**config.mk**
```make
export PLATFORM = sky130hd
export DESIGN_NAME = serial_paralelo_rx
export DESIGN_NICKNAME = d
export VERILOG_FILES = /design/src/rtl/phy_rx_pkg.sv /design/src/rtl/serial_paralelo_rx_shift_in8.sv /design/src/rtl/serial_paralelo_rx.sv
export SDC_FILE = /design/constraint.sdc
export NUM_CORES = 1
export LEC_CHECK = 0
export ABC_AREA = 1
export CAP_MARGIN = 20
export CORE_ASPECT_RATIO = 1.1
export CORE_MARGIN = 5
export CORE_UTILIZATION = 55
export CTS_CLUSTER_DIAMETER = 50
export CTS_CLUSTER_SIZE = 28
export DETAILED_ROUTE_END_ITERATION = 8
export PLACE_DENSITY_LB_ADDON = 0.2
export REMOVE_ABC_BUFFERS = 1
export SLEW_MARGIN = 20
export SYNTH_ARGS = -nofsm -noshare
export SYNTH_HDL_FRONTEND = slang
export SYNTH_SLANG_ARGS = --single-unit
```
**constraint.sdc**
```tcl
create_clock -name clk_8f -period 1.6 [get_ports clk_8f]
set_input_delay 0.48 -clock clk_8f [delete_from_list [all_inputs] [get_ports clk_8f]]
set_output_delay 0.48 -clock clk_8f [all_outputs]
set_load 0.01 [all_outputs]
```
**src/rtl/phy_rx_pkg.sv**
```systemverilog
// Shared definitions for the PHY receive lane: idle/alignment character,
// default lock threshold and the receive FSM state type.
package phy_rx_pkg;

  localparam logic [7:0] COMMA_DEF      = 8'hBC;
  localparam int         LOCK_COUNT_DEF = 4;

  typedef enum logic [1:0] {
    RESET  = 2'd0,
    SEARCH = 2'd1,
    ALIGN  = 2'd2,
    LOCKED = 2'd3
  } rx_state_t;

endpackage

```
**src/rtl/serial_paralelo_rx_shift_in8.sv**
```systemverilog
// shift_in8: 8-bit MSB-first serial shift register with a comma comparator.
// clr wipes the register so a partial byte never survives a reset.
module shift_in8
  import phy_rx_pkg::*;
#(
  parameter logic [7:0] COMMA = COMMA_DEF
) (
  input  logic       clk_8f,
  input  logic       clr,
  input  logic       data_in,
  output logic [7:0] shr,
  output logic       is_comma
);

  // Shift one new bit in per cycle; the newest bit lands in bit 0.
  always_ff @(posedge clk_8f) begin
    if (clr) begin
      shr <= 8'h00;
    end else begin
      shr <= {shr[6:0], data_in};
    end
  end

  assign is_comma = (shr == COMMA);

endmodule

```
**src/rtl/serial_paralelo_rx.sv**
```systemverilog
// serial_paralelo_rx: per-lane receive deserializer. Finds byte alignment
// from repeated commas, locks, then delivers aligned non-comma bytes.
// Optional macro RX_BYTE_CNT_EN adds a saturating 16-bit delivered-byte
// counter on port byte_count.
//
//   state  | meaning
//   -------+-----------------------------------------------------------
//   RESET  | held in reset; shift register cleared
//   SEARCH | sliding compare of every bit position against the comma
//   ALIGN  | candidate alignment; counting consecutive aligned commas
//   LOCKED | aligned; non-comma bytes delivered, left only by reset
module serial_paralelo_rx
  import phy_rx_pkg::*;
#(
  parameter logic [7:0] COMMA      = COMMA_DEF,
  parameter int         LOCK_COUNT = LOCK_COUNT_DEF
) (
  input  logic        clk_8f,
  input  logic        reset,
  input  logic        data_in,
  output logic [7:0]  data_out,
  output logic        valid_out,
  output logic        active_out
`ifdef RX_BYTE_CNT_EN
  ,
  output logic [15:0] byte_count
`endif
);

  localparam logic [3:0] LOCK_CNT4 = 4'(LOCK_COUNT);

  rx_state_t   state;
  rx_state_t   next_state;
  logic [7:0]  shr;
  logic        is_comma;
  logic [2:0]  bit_cnt;
  logic [3:0]  comma_cnt;
  logic        boundary;

  assign boundary = (bit_cnt == 3'd0);

  shift_in8 #(
    .COMMA (COMMA)
  ) u_shift (
    .clk_8f   (clk_8f),
    .clr      (reset || (state == RESET)),
    .data_in  (data_in),
    .shr      (shr),
    .is_comma (is_comma)
  );

  // State register; reset forces RESET regardless of the current state.
  always_ff @(posedge clk_8f) begin
    if (reset) begin
      state <= RESET;
    end else begin
      state <= next_state;
    end
  end

  // Next-state decision from the aligned-byte comparisons.
  always_comb begin
    next_state = state;
    case (state)
      RESET:  next_state = SEARCH;
      SEARCH: if (is_comma) next_state = ALIGN;
      ALIGN: begin
        if (boundary) begin
          if (!is_comma) begin
            next_state = SEARCH;
          end else if ((comma_cnt + 4'd1) == LOCK_CNT4) begin
            next_state = LOCKED;
          end
        end
      end
      LOCKED: next_state = LOCKED;
      default: next_state = RESET;
    endcase
  end

  // Bit/comma counters, delivered byte, strobe and lock indication.
  always_ff @(posedge clk_8f) begin
    if (reset) begin
      bit_cnt    <= 3'd0;
      comma_cnt  <= 4'd0;
      data_out   <= 8'h00;
      valid_out  <= 1'b0;
      active_out <= 1'b0;
`ifdef RX_BYTE_CNT_EN
      byte_count <= 16'h0000;
`endif
    end else begin
      valid_out  <= 1'b0;
      active_out <= (next_state == LOCKED);
      case (state)
        RESET: begin
          bit_cnt   <= 3'd0;
          comma_cnt <= 4'd0;
        end
        SEARCH: begin
          // The matching cycle is itself a boundary, so the next one is 8 away.
          if (is_comma) begin
            bit_cnt   <= 3'd1;
            comma_cnt <= 4'd1;
          end
        end
        ALIGN: begin
          bit_cnt <= bit_cnt + 3'd1;
          if (boundary) begin
            if (is_comma) begin
              comma_cnt <= comma_cnt + 4'd1;
            end else begin
              comma_cnt <= 4'd0;
            end
          end
        end
        LOCKED: begin
          bit_cnt <= bit_cnt + 3'd1;
          if (boundary && !is_comma) begin
            data_out  <= shr;
            valid_out <= 1'b1;
`ifdef RX_BYTE_CNT_EN
            if (byte_count != 16'hFFFF) begin
              byte_count <= byte_count + 16'd1;
            end
`endif
          end
        end
        default: begin
          bit_cnt   <= 3'd0;
          comma_cnt <= 4'd0;
        end
      endcase
    end
  end

endmodule
```
# --- Yosys cells after proc, flatten, opt, wreduce, memory -nomap -nowiden ---
# Index checks and enable logic that the tools add are counted.
word_totals:
  reg_bits: 27
  latchBits: 0
  ramBits: 0
  mem_bits_ro: 0
  inputBits: 3
  n_memories: 0
classes:
  n_addsub: 2
  mul: 0
  n_div: 0
  magnitude_cmp: 0
  n_eq_ne: 8
  n_shift: 0
  mux: 12
  bitwise_logic: 1
  n_reduce_logical: 10
op_table:
  columns: ["operator", "n"]
  rows:
  - ["4-bit 2-to-1 mux", 3]
  - ["4-bit one-hot mux with 3 select lines", 1]
  - ["3-bit one-hot mux with 3 select lines", 1]
  - ["8-bit == test, second input constant", 1]
  - ["2-bit 2-to-1 mux", 4]
  - ["2-bit one-hot mux with 4 select lines", 1]
  - ["2-bit == test, second input constant", 3]
  - ["4-bit by 1-bit adder with 4-bit output, second input constant", 1]
  - ["4-bit by 3-bit == test with 1-bit output, second input constant", 1]
  - ["2-bit inequality test, second input constant", 2]
  - ["2-bit OR reduction", 2]
  - ["3-bit by 1-bit adder with 3-bit output, second input constant", 1]
  - ["3-bit zero test", 1]
  - ["3-bit 2-to-1 mux", 1]
  - ["3-bit AND reduction", 1]
  - ["3-bit nonzero test", 1]
  - ["2-bit by 1-bit == test with 1-bit output, second input constant", 1]
  - ["2-bit zero test", 1]
  - ["2-bit AND reduction", 1]
  - ["1-bit logical AND", 1]
  - ["1-bit zero test", 1]
  - ["1-bit logical OR", 1]
  - ["1-bit 2-to-1 mux", 1]
  - ["1-bit NOT", 1]

# --- Logic depth before layout (Yosys ltp) ---
logic_depth:
  ltp_word: 7
  mapped_depth: 11
  mapped_depth_nobuf: 11

# --- By module ---
# From an unflattened synthesis, not the netlist that was laid out.
unflattened:
  cells_unflattened: 165
  area_unflattened_um2: 1238.7
by_module_without_submodules:
  columns: ["module", "instances", "cells_per_inst", "area_each_um2", "seq_area_each_um2"]
  rows:
  - ["serial_paralelo_rx", 1, 131, 977.2, 380.4]
  - ["shift_in8", 1, 34, 261.5, 160.2]

# --- Worst setup path before layout ---
# No wires, ideal clock.
synth_path:
  kind: "reg-to-reg"
  start: "register state[0]"
  end: "register comma_cnt[0]"
  setup_time_ns: 0.114
  arrival_time_ns: 1.194
  t_required_ns: 1.486
  path_slack_ns: 0.293
  path_stages_with_launch: 9
  n_path_buf: 0
  period_less_slack_ns: 1.307
  path_cell_list: "dfxtp_1 inv_1 ha_1 inv_1 nor2_1 nor2_2 nand2_2 a21oi_1 nor2_1"
synth_between:
  elab_chain_cells: 3
synth_rtl:
  columns: ["element", "line", "text"]
  rows:
  - ["from (decl)", "serial_paralelo_rx.sv:32", "rx_state_t state;"]
  - ["from (signal assigned)", "serial_paralelo_rx.sv:57", "state <= next_state;"]
  - ["2-bit == test (tied with other cells)", "serial_paralelo_rx.sv:95", "case (state)"]
  - ["2-bit inequality test (no source line) / 3-bit nonzero test (equally long branches)", null, null]
  - ["3-bit AND reduction (no source line)", null, null]
  - ["to (signal assigned)", "serial_paralelo_rx.sv:111", "comma_cnt <= comma_cnt + 4'd1;"]
  - ["to (decl)", "serial_paralelo_rx.sv:37", "logic [3:0] comma_cnt;"]
# Several ways; a longest one is shown, not always the timed one.
# A chain may end at the register's enable or synchronous reset.

# --- Worst setup path after layout ---
layout_path:
  start: "register data_out[0]"
  end: "output data_out[0]"
layout_rtl:
  columns: ["element", "line", "text"]
  rows:
  - ["from (decl)", "serial_paralelo_rx.sv:21", "output logic [7:0] data_out,"]
  - ["from (signal assigned)", "serial_paralelo_rx.sv:120", "data_out <= shr;"]
# No word-level cell between the ends.

==> results.tsv <==
stage	metric	value	unit
synth	syn avg cell area	7.63	µm²
timing	max-slew violations	0	
die	Starting Density	57.3	%
final_layout	share of layout cells above drive strength 1	11.8	%
clock_network	CTS tree	yes	
route	antenna viol nets, final	0	
power	worst vdd ir	0.631	mV
global_routing	GRT Total Usage	15.7	%
die	die width	56.2	µm
placed_design	HPWL Detailed	1780	µm
setup_path	type of origin of the critical path	flip-flop	
route	top layer in use	met4	
route	WL/cell	10.8	µm
setup_path	cell family with most CP delay	flip-flops	
final_layout	most frequent cells in the layout	inv_1, nand2_1, dfxtp_1	
route	initial DRC count	26	
timing	RSZ-0062 raised after global routing	no	
flow_run	number of max-cap violations	0	
worst_hold_path	HP Class	reg -> reg	
synth	Synth Register Bits	27	
final_layout	nets	198	
route	Vias/cell	4.87	
die	core area	0.00225	mm²
timing	Hold Fails Final Rpt	0	
placed_design	Post-Place Worst Slack	0.118	ns
global_routing	global-route wire length before repair	4150	µm
timing	Rel. slew slack	76.3	%
final_layout	commonest non-fill, non-tap cell in the layout	inv_1	
final_layout	Area Growth Syn to Fin	14.1	%
timing	Tightest Pin Transition	0.353	ns
synth	mapped cell area	0.00129	mm²
clock_network	Clock Tree Buf Depth	2	
power	Lkg Pwr	0.674	nW
power	Power Density	740	mW/mm²
route	Met1 Routed Length	1090	µm
die	Die Height	60.8	µm
setup_path	Worst Path Max Fanout	2	
global_routing	largest net degree at the start of global routing	18	
clock_network	clk slew on worst S/H paths	0.15	ns
clock_network	Setup Fix Bufs, Post-CTS	0	
setup_path	Worst EP arrival	0.98	ns
die	full die area	0.00342	mm²
route	Initial DRT Pass Iterations	4	
route	WL final	2320	µm
setup_path	CP peak stage delay	0.37	ns
timing	Setup TNS	0	ns
setup_path	critical path, cell by cell	dlygate4sd2_1	
synth	warnings from Yosys	0	
timing	Setup WS post-layout	0.144	ns
clock_network	clock sink total	27	
route	met2 WL post-DR	1100	µm
power	Final Power	1.09	mW
setup_path	WS Path Type	reg -> out	
global_routing	GR Overflow Total	0	
setup_path	Crit-path slowest cell	dfxtp_1	
synth	library cells used by synthesis	21	
clock_network	root buffer cell	clkbuf_4	
die	Top-Level Pins	13	
placed_design	GPL Wtd Cong	0.813	
setup_path	Worst Setup End Kind	primary output	
setup_path	total buffers and inverters traversed by the critical path	1	
placed_design	IO Port Bufs	12	
route	DRC errors left	0	
clock_network	clk_lat worst skew	0.34	ns
clock_network	hold_buf cts	0	
global_routing	vias in the first global route	997	
timing	post-layout min period	1.46	ns
clock_network	CTS H-tree depth	1	
die	FP Rows	18	
final_layout	post-layout util	65.3	%
route	WL met3	76	µm
timing	endpoints failing setup	0	
timing	Setup Skew	0.00913	ns
clock_network	Num CTS Buffers	3	
global_routing	initial antenna violation count	0	
synth	gate count of the mapped netlist	169	
setup_path	WP data required	1.12	ns
timing	final worst-path cycle share	91.0	%
route	vias post-DR	1051	
synth	sequential element share of the synthesized area	41.9	%
final_layout	ant diodes	0	
timing	Max Clk Rate	687	MHz
run_status	status	completed	
## report_power, final
group          switching [mW]  internal [mW]
registers             0.00772          0.681
logic                  0.0531         0.0330
clock network           0.213          0.102
## what timing repair did
| action | CTS | global route |
|---|---|---|
| pin swaps | 0 | 0 |
| gates resized for setup | 10 | 1 |
| setup endpoints to repair | 10 | 4 |
## flip-flops by register name (all words and copies together), names as in the netlist
register and count:
active_out 1, valid_out 1, comma_cnt 4, data_out 8, state 2, u_shift.shr 8
bit_cnt 3
## metal layers
metal,global-route usage [%],vias to the layer above
met2,27.9,15
met3,2.34,5
li1,-,559
met1,18.4,472
met4,9.15,0
met5,0,-
## synth_stat cells
master	n	share of area, %
inv_1	34	9.9
dfxtp_1	27	42
nand2_1	26	7.6
a21oi_1	17	6.6
nor2_1	17	4.9
nand3_1	9	3.5
ha_1	8	7.8
o21ai_0	8	3.1
nand4_1	5	2.4
nand2_2	4	1.9
nor2_4	3	2.6
nand2_4	2	1.7
a21oi_2	1	0.68
a31oi_1	1	0.49
buf_1	1	0.29
buf_8	1	1.2
nand3_4	1	1.4
nor2_2	1	0.49
nor3_1	1	0.39
o21ai_2	1	0.68
or2_2	1	0.49
## cell families after synthesis
group                    share of synthesized area [%]
AO/OA/AOI/OAI                                     11.5
adder cells (fa/ha/maj)                           7.76
buffers and inverters                             11.3
flip-flops                                        41.9
AND/OR/NAND/NOR                                   27.4
## stage by stage
| stage | std cells | cell area [µm²] | hold slack [ns] |
|---|---|---|---|
| after floorplan | 167 | 1270 | 0.427 |
| after global placement | 212 | 1450 | 0.430 |
| after detailed placement | 212 | 1450 | 0.436 |
| after CTS | 216 | 1470 | 0.455 |
| after global routing | 216 | 1470 | 0.478 |
| final | 216 | 1470 | 0.450 |
## worst reg2reg max path: cells and delay by family (launching register included)
family	cells	cell delay (ns)
compound gates	1	0.13
buf+inv	2	0.20
fa+ha+maj	1	0.26
simple gates	4	0.40
flops	1	0.39
## worst paths after layout
path	start	slack (ns)	cells after the start	to
max	data_out[0]$_SDFFE_PP0P_	0.14	1	data_out[0]
min	data_out[7]$_SDFFE_PP0P_	0.45	2	data_out[7]$_SDFFE_PP0P_
max reg2reg	state[0]$_SDFF_PP0_	0.15	8	comma_cnt[0]$_SDFFE_PP0P_
min reg2reg	data_out[7]$_SDFFE_PP0P_	0.45	2	data_out[7]$_SDFFE_PP0P_
## area by class of cell
cell class              instances  area [µm²]
fillers                       216         781
multi-input cells             106         603
flip-flops and latches         27         542
repair buffers                 15         130
inverters                      34         128
well taps                      30        37.5
clock buffers                   3        22.5
clock inverters                 1        8.76
(Power assumes the default switching activity.)
==> edit 1, RTL diff (config.mk and constraints unchanged) <==
The 4 states of `rx_state_t` get a one-hot encoding in 4 bits.
--- a/src/rtl/phy_rx_pkg.sv
+++ b/src/rtl/phy_rx_pkg.sv
@@ -5,11 +5,11 @@
   localparam logic [7:0] COMMA_DEF      = 8'hBC;
   localparam int         LOCK_COUNT_DEF = 4;
 
-  typedef enum logic [1:0] {
-    RESET  = 2'd0,
-    SEARCH = 2'd1,
-    ALIGN  = 2'd2,
-    LOCKED = 2'd3
+  typedef enum logic [3:0] {
+    RESET  = 4'b0001,
+    SEARCH = 4'b0010,
+    ALIGN  = 4'b0100,
+    LOCKED = 4'b1000
   } rx_state_t;
 
 endpackage
Behaviour: same outputs for any inputs over 10 cycles, from zero or initial values and one cycle with reset high; not proved beyond that.
==> edit 1 against the unedited design <==
- total power up 19%
- routed wire length up 4.1%
- synthesized area up 0.58%
- clock power up 42%
- setup slack better by 0.016 ns
- die area up 0.48%
- final area up 1.7%
- first-iteration DRC count down 46%
- sequential cell count up 2
- critical path type is now register to register
==> edit 1: results (changes against the unedited design) <==
DIE AREA -> 3430 um^2 (was 3420 um^2)
Hold WS -> 0.454 ns (was 0.450 ns)
Worst Setup EP -> comma_cnt[1]$_SDFFE_PP0P_ (was data_out[0])
Layout cell share with drive strength beyond 1 -> 0.144 (was 0.118)
Clock Skew -> 0.00884 ns (was 0.00913 ns)
First-pass GRT wire length -> 4420 um (was 4150 um)
Xor/xnor cell area share of the yosys netlist -> 0.0203 (was 0)
Clock Latency Late Sink -> 0.32 ns (was 0.34 ns)
DRT Wirelength -> 2420 um (was 2320 um)
Iter 0 DRT Violations -> 14 (was 26)
Netlist cell types -> 25 (was 21)
FF-to-FF Start -> bit_cnt[0]$_SDFFE_PP0P_ (was state[0]$_SDFF_PP0_)
Top flop regs -> data_out (8), u_shift.shr (8) (was data_out (8), u_shift.shr (8), comma_cnt (4))
Gpl congestion -> 0.787 (was 0.813)
Clock buffers -> 7 (was 3)
Crit-path max FO -> 3 (was 2)
All-Layer GR Usage -> 0.171 (was 0.157)
Slew @ Worst Pin -> 0.342 ns (was 0.353 ns)
Post-DR vias/cell -> 4.99 (was 4.87)
#MultiIn Comb -> 111 (was 106)
DP HPWL -> 1810 um (was 1780 um)
Worst vdd ir -> 0.759 mV (was 0.631 mV)
CP max stage delay -> 0.34 ns (was 0.37 ns)
FF-to-FF path depth -> 10 (was 8)
ClkCell Share -> 0.0368 (was 0.0213)
Filler cells -> 219 (was 216)
Status -> completed (unchanged)
H-tree Lvls -> 2 (was 1)
CP startpoint -> bit_cnt[0]$_SDFFE_PP0P_ (was data_out[0]$_SDFFE_PP0P_)
Non-clk invs -> 28 (was 34)
Most frequent cells after synthesis -> nand2_1, dfxtp_1, inv_1 (was inv_1, dfxtp_1, nand2_1)
WHS Endpoint -> u_shift.shr[6]$_SDFF_PP0_ (was data_out[7]$_SDFFE_PP0P_)
Lkg Pwr -> 0.708 nW (was 0.674 nW)
Syn avg cell area -> 7.63 um^2 (about the same)
edit 1: per-stage QoR:
stage,power (mW),worst slack [ns]
final,1.30,0.160
after global routing,1.37,0.0256
after CTS,1.32,0.156
after detailed placement,0.872,0.102
after global placement,0.867,0.131
after floorplan,0.839,0.319
edit 1: power groups by stage:
stage	registers [mW]	clock network (mW)	logic, mW
after floorplan	0.765	0	0.0736
after global placement	0.767	0	0.0998
after detailed placement	0.768	0	0.104
after CTS	0.751	0.462	0.105
after global routing	0.755	0.496	0.119
final	0.751	0.446	0.104
edit 1: layer usage:
layer  global-route usage  part of all wire  vias up
met1                0.178              0.43      497
met2                0.312              0.50       24
met5                    0                 0        -
met3               0.0638             0.046        5
li1                     -                 -      561
met4               0.0814             0.021        0
edit 1: repair_timing:
action / in CTS / in global routing
endpoints found under the hold margin: 0 / 0
resized for setup: 10 / 0
endpoints found under the setup margin: 10 / 0
==> edit 2, RTL diff (same settings) <==
Made on the original files. Build with the macro `RX_BYTE_CNT_EN` defined.
--- a/src/rtl/serial_paralelo_rx.sv
+++ b/src/rtl/serial_paralelo_rx.sv
@@ -9,6 +9,8 @@
 //   SEARCH | sliding compare of every bit position against the comma
 //   ALIGN  | candidate alignment; counting consecutive aligned commas
 //   LOCKED | aligned; non-comma bytes delivered, left only by reset
+`define RX_BYTE_CNT_EN
+
 module serial_paralelo_rx
   import phy_rx_pkg::*;
 #(
Function (old outputs only; new: byte_count): kept (equiv_simple and equiv_induct, registers matched by name and starting in step).
==> edit 2 against the unedited design <==
- setup slack worse by 0.081 ns
- total power up 85%
- sequential cell count up 16
- routed wire length up 110%
- final area up 90%
- via count up 97%
- synthesized area up 76%
- count of clock-buffer cells in the layout up 2
- clock power rose to 2.6 times the old value
- sequential share of layout area down 5.4 points
- largest power group unchanged
- critical path depth up 1
==> edit 2: results (changes against the unedited design) <==
Crit-path slowest cell -> dfxtp_2 (was dfxtp_1)
M1 WL -> 2190 um (was 1090 um)
Top flop regs -> byte_count (16), data_out (8), u_shift.shr (8) (was data_out (8), u_shift.shr (8), comma_cnt (4))
Layout cell share with drive strength beyond 1 -> 0.211 (was 0.118)
All-Layer GR Usage -> 0.192 (was 0.157)
Synth area leaders -> dfxtp_1, nand2_1, nor2_1, inv_1, ha_1 (was dfxtp_1, inv_1, ha_1, nand2_1, a21oi_1)
Port bufs -> 28 (was 12)
First-pass GRT wire length -> 8690 um (was 4150 um)
Dpl cell area -> 2670 um^2 (was 1450 um^2)
Hold/Removal Path Class -> register to register (unchanged)
Number of non-clock buffers -> 42 (was 15)
Clock Latency Late Sink -> 0.30 ns (was 0.34 ns)
Met2 wire len -> 2420 um (was 1100 um)
Netlist cell types -> 27 (was 21)
Final #Nets -> 373 (was 198)
Iter 0 DRT Violations -> 95 (was 26)
Non-clock buffer share -> 0.130 (was 0.0884)
Status -> completed (unchanged)
Lkg Pwr -> 1.28 nW (was 0.674 nW)
Synth-to-layout area growth -> 23.6% (was 14.1%)
Area of the multi-input gates -> 1220 um^2 (was 603 um^2)
ClkCell Share -> 0.0379 (was 0.0213)
First-pass DRT Iterations -> 4 (unchanged)
Vias in the first global route -> 2,029 (was 997)
Met3 GRT Util -> 0.0401 (was 0.0234)
Filler cells -> 365 (was 216)
Slew @ Worst Pin -> 0.256 ns (was 0.353 ns)
Clock Skew -> 0.00733 ns (was 0.00913 ns)
Clock Tree Root -> clkbuf_8 (was clkbuf_4)
Fraction of area in registers -> 0.314 (was 0.368)
Cells after Synth -> 318 (was 169)
#MultiIn Comb -> 225 (was 106)
Most frequent cells after synthesis -> nand2_1, dfxtp_1, nor2_1 (was inv_1, dfxtp_1, nand2_1)
Critical Path AT -> 1.06 ns (was 0.98 ns)
Crit-path max FO -> 4 (was 2)
Clock slew at reported path FFs -> 0.08 ns (was 0.15 ns)
H-tree Lvls -> 2 (was 1)
Placed Cells -> 405 (was 212)
Grt met1 use -> 0.234 (was 0.184)
CP delay by family, top -> buffers and inverters (was flip-flops)
Sequential fraction of the synthesis area -> 0.380 (was 0.419)
Met2 usage -> 0.335 (was 0.279)
Post-DR vias/cell -> 5.02 (was 4.87)
Post-Place Setup Slack -> 0.0186 ns (was 0.118 ns)
DP HPWL -> 3600 um (was 1780 um)
Maximum clock path buffer count -> 2 (unchanged)
Total CTS buffers -> 5 (was 3)
DRT Wirelength -> 4820 um (was 2320 um)
Gpl congestion -> 0.846 (was 0.813)
Worst vdd ir -> 0.465 mV (was 0.631 mV)
CP max stage delay -> 0.34 ns (was 0.37 ns)
DR WL/cell -> 11.7 um (was 10.8 um)
Yosys reg bits -> 43 (was 27)
Met3 WL post-DR -> 159 um (was 76 um)
Non-clk invs -> 44 (was 34)
Pin count of the biggest net entering global routing -> 17 (was 18)
DIE AREA -> 5510 um^2 (was 3420 um^2)
## edit 2: cell count changes after synthesis, moves of 3 or more
cell / delta
nand2_2: +10
a21oi_2: +9
nand2_1: +49
o21ai_0: +7
nor2_2: +4
xor2_1: +3
dfxtp_1: +16
xnor2_1: +4
nand3_1: +5
nor2_1: +24
inv_1: +6
a21oi_1: +5
inv_2: +4
## edit 2: worst paths after layout
check	start	to	slack, ns	depth (start not counted)
hold reg to reg	u_shift.shr[1]$_SDFF_PP0_	u_shift.shr[2]$_SDFF_PP0_	0.46	2
setup / recovery	byte_count[0]$_SDFFE_PP0P_	byte_count[0]	0.06	2
hold / removal	u_shift.shr[1]$_SDFF_PP0_	u_shift.shr[2]$_SDFF_PP0_	0.46	2
setup reg to reg	bit_cnt[0]$_SDFFE_PP0P_	byte_count[9]$_SDFFE_PP0P_	0.15	9
## edit 2: cell families after synthesis
group / Yosys count / share of synthesized area
AO/OA/AOI/OAI: 50 / 0.129
XOR/XNOR: 7 / 0.0270
adder cells (fa/ha/maj): 9 / 0.0497
buffers and inverters: 50 / 0.0949
flip-flops: 43 / 0.380
AND/OR/NAND/NOR: 159 / 0.320
## edit 2: timing repair
| item | 4_1_cts | 5_1_grt |
|---|---|---|
| pin swaps | 0 | 3 |
| setup buffers | 0 | 1 |
| hold buffers | 0 | 0 |
| gates resized for setup | 36 | 15 |
| endpoints found under the setup margin | 26 | 25 |
## edit 2: worst reg2reg max path: cells and delay by family, from the launching register on
| kind | cells | cell delay [ns] |
|---|---|---|
| compound gates | 1 | 0.13 |
| flops | 1 | 0.33 |
| buf+inv | 3 | 0.36 |
| fa+ha+maj | 1 | 0.18 |
| simple gates | 4 | 0.40 |
## edit 2: power breakdown
group	internal, mW	switching (mW)
clock network	0.456	0.376
registers	1.08	0.00821
logic	0.0326	0.0627
total	1.57	0.447
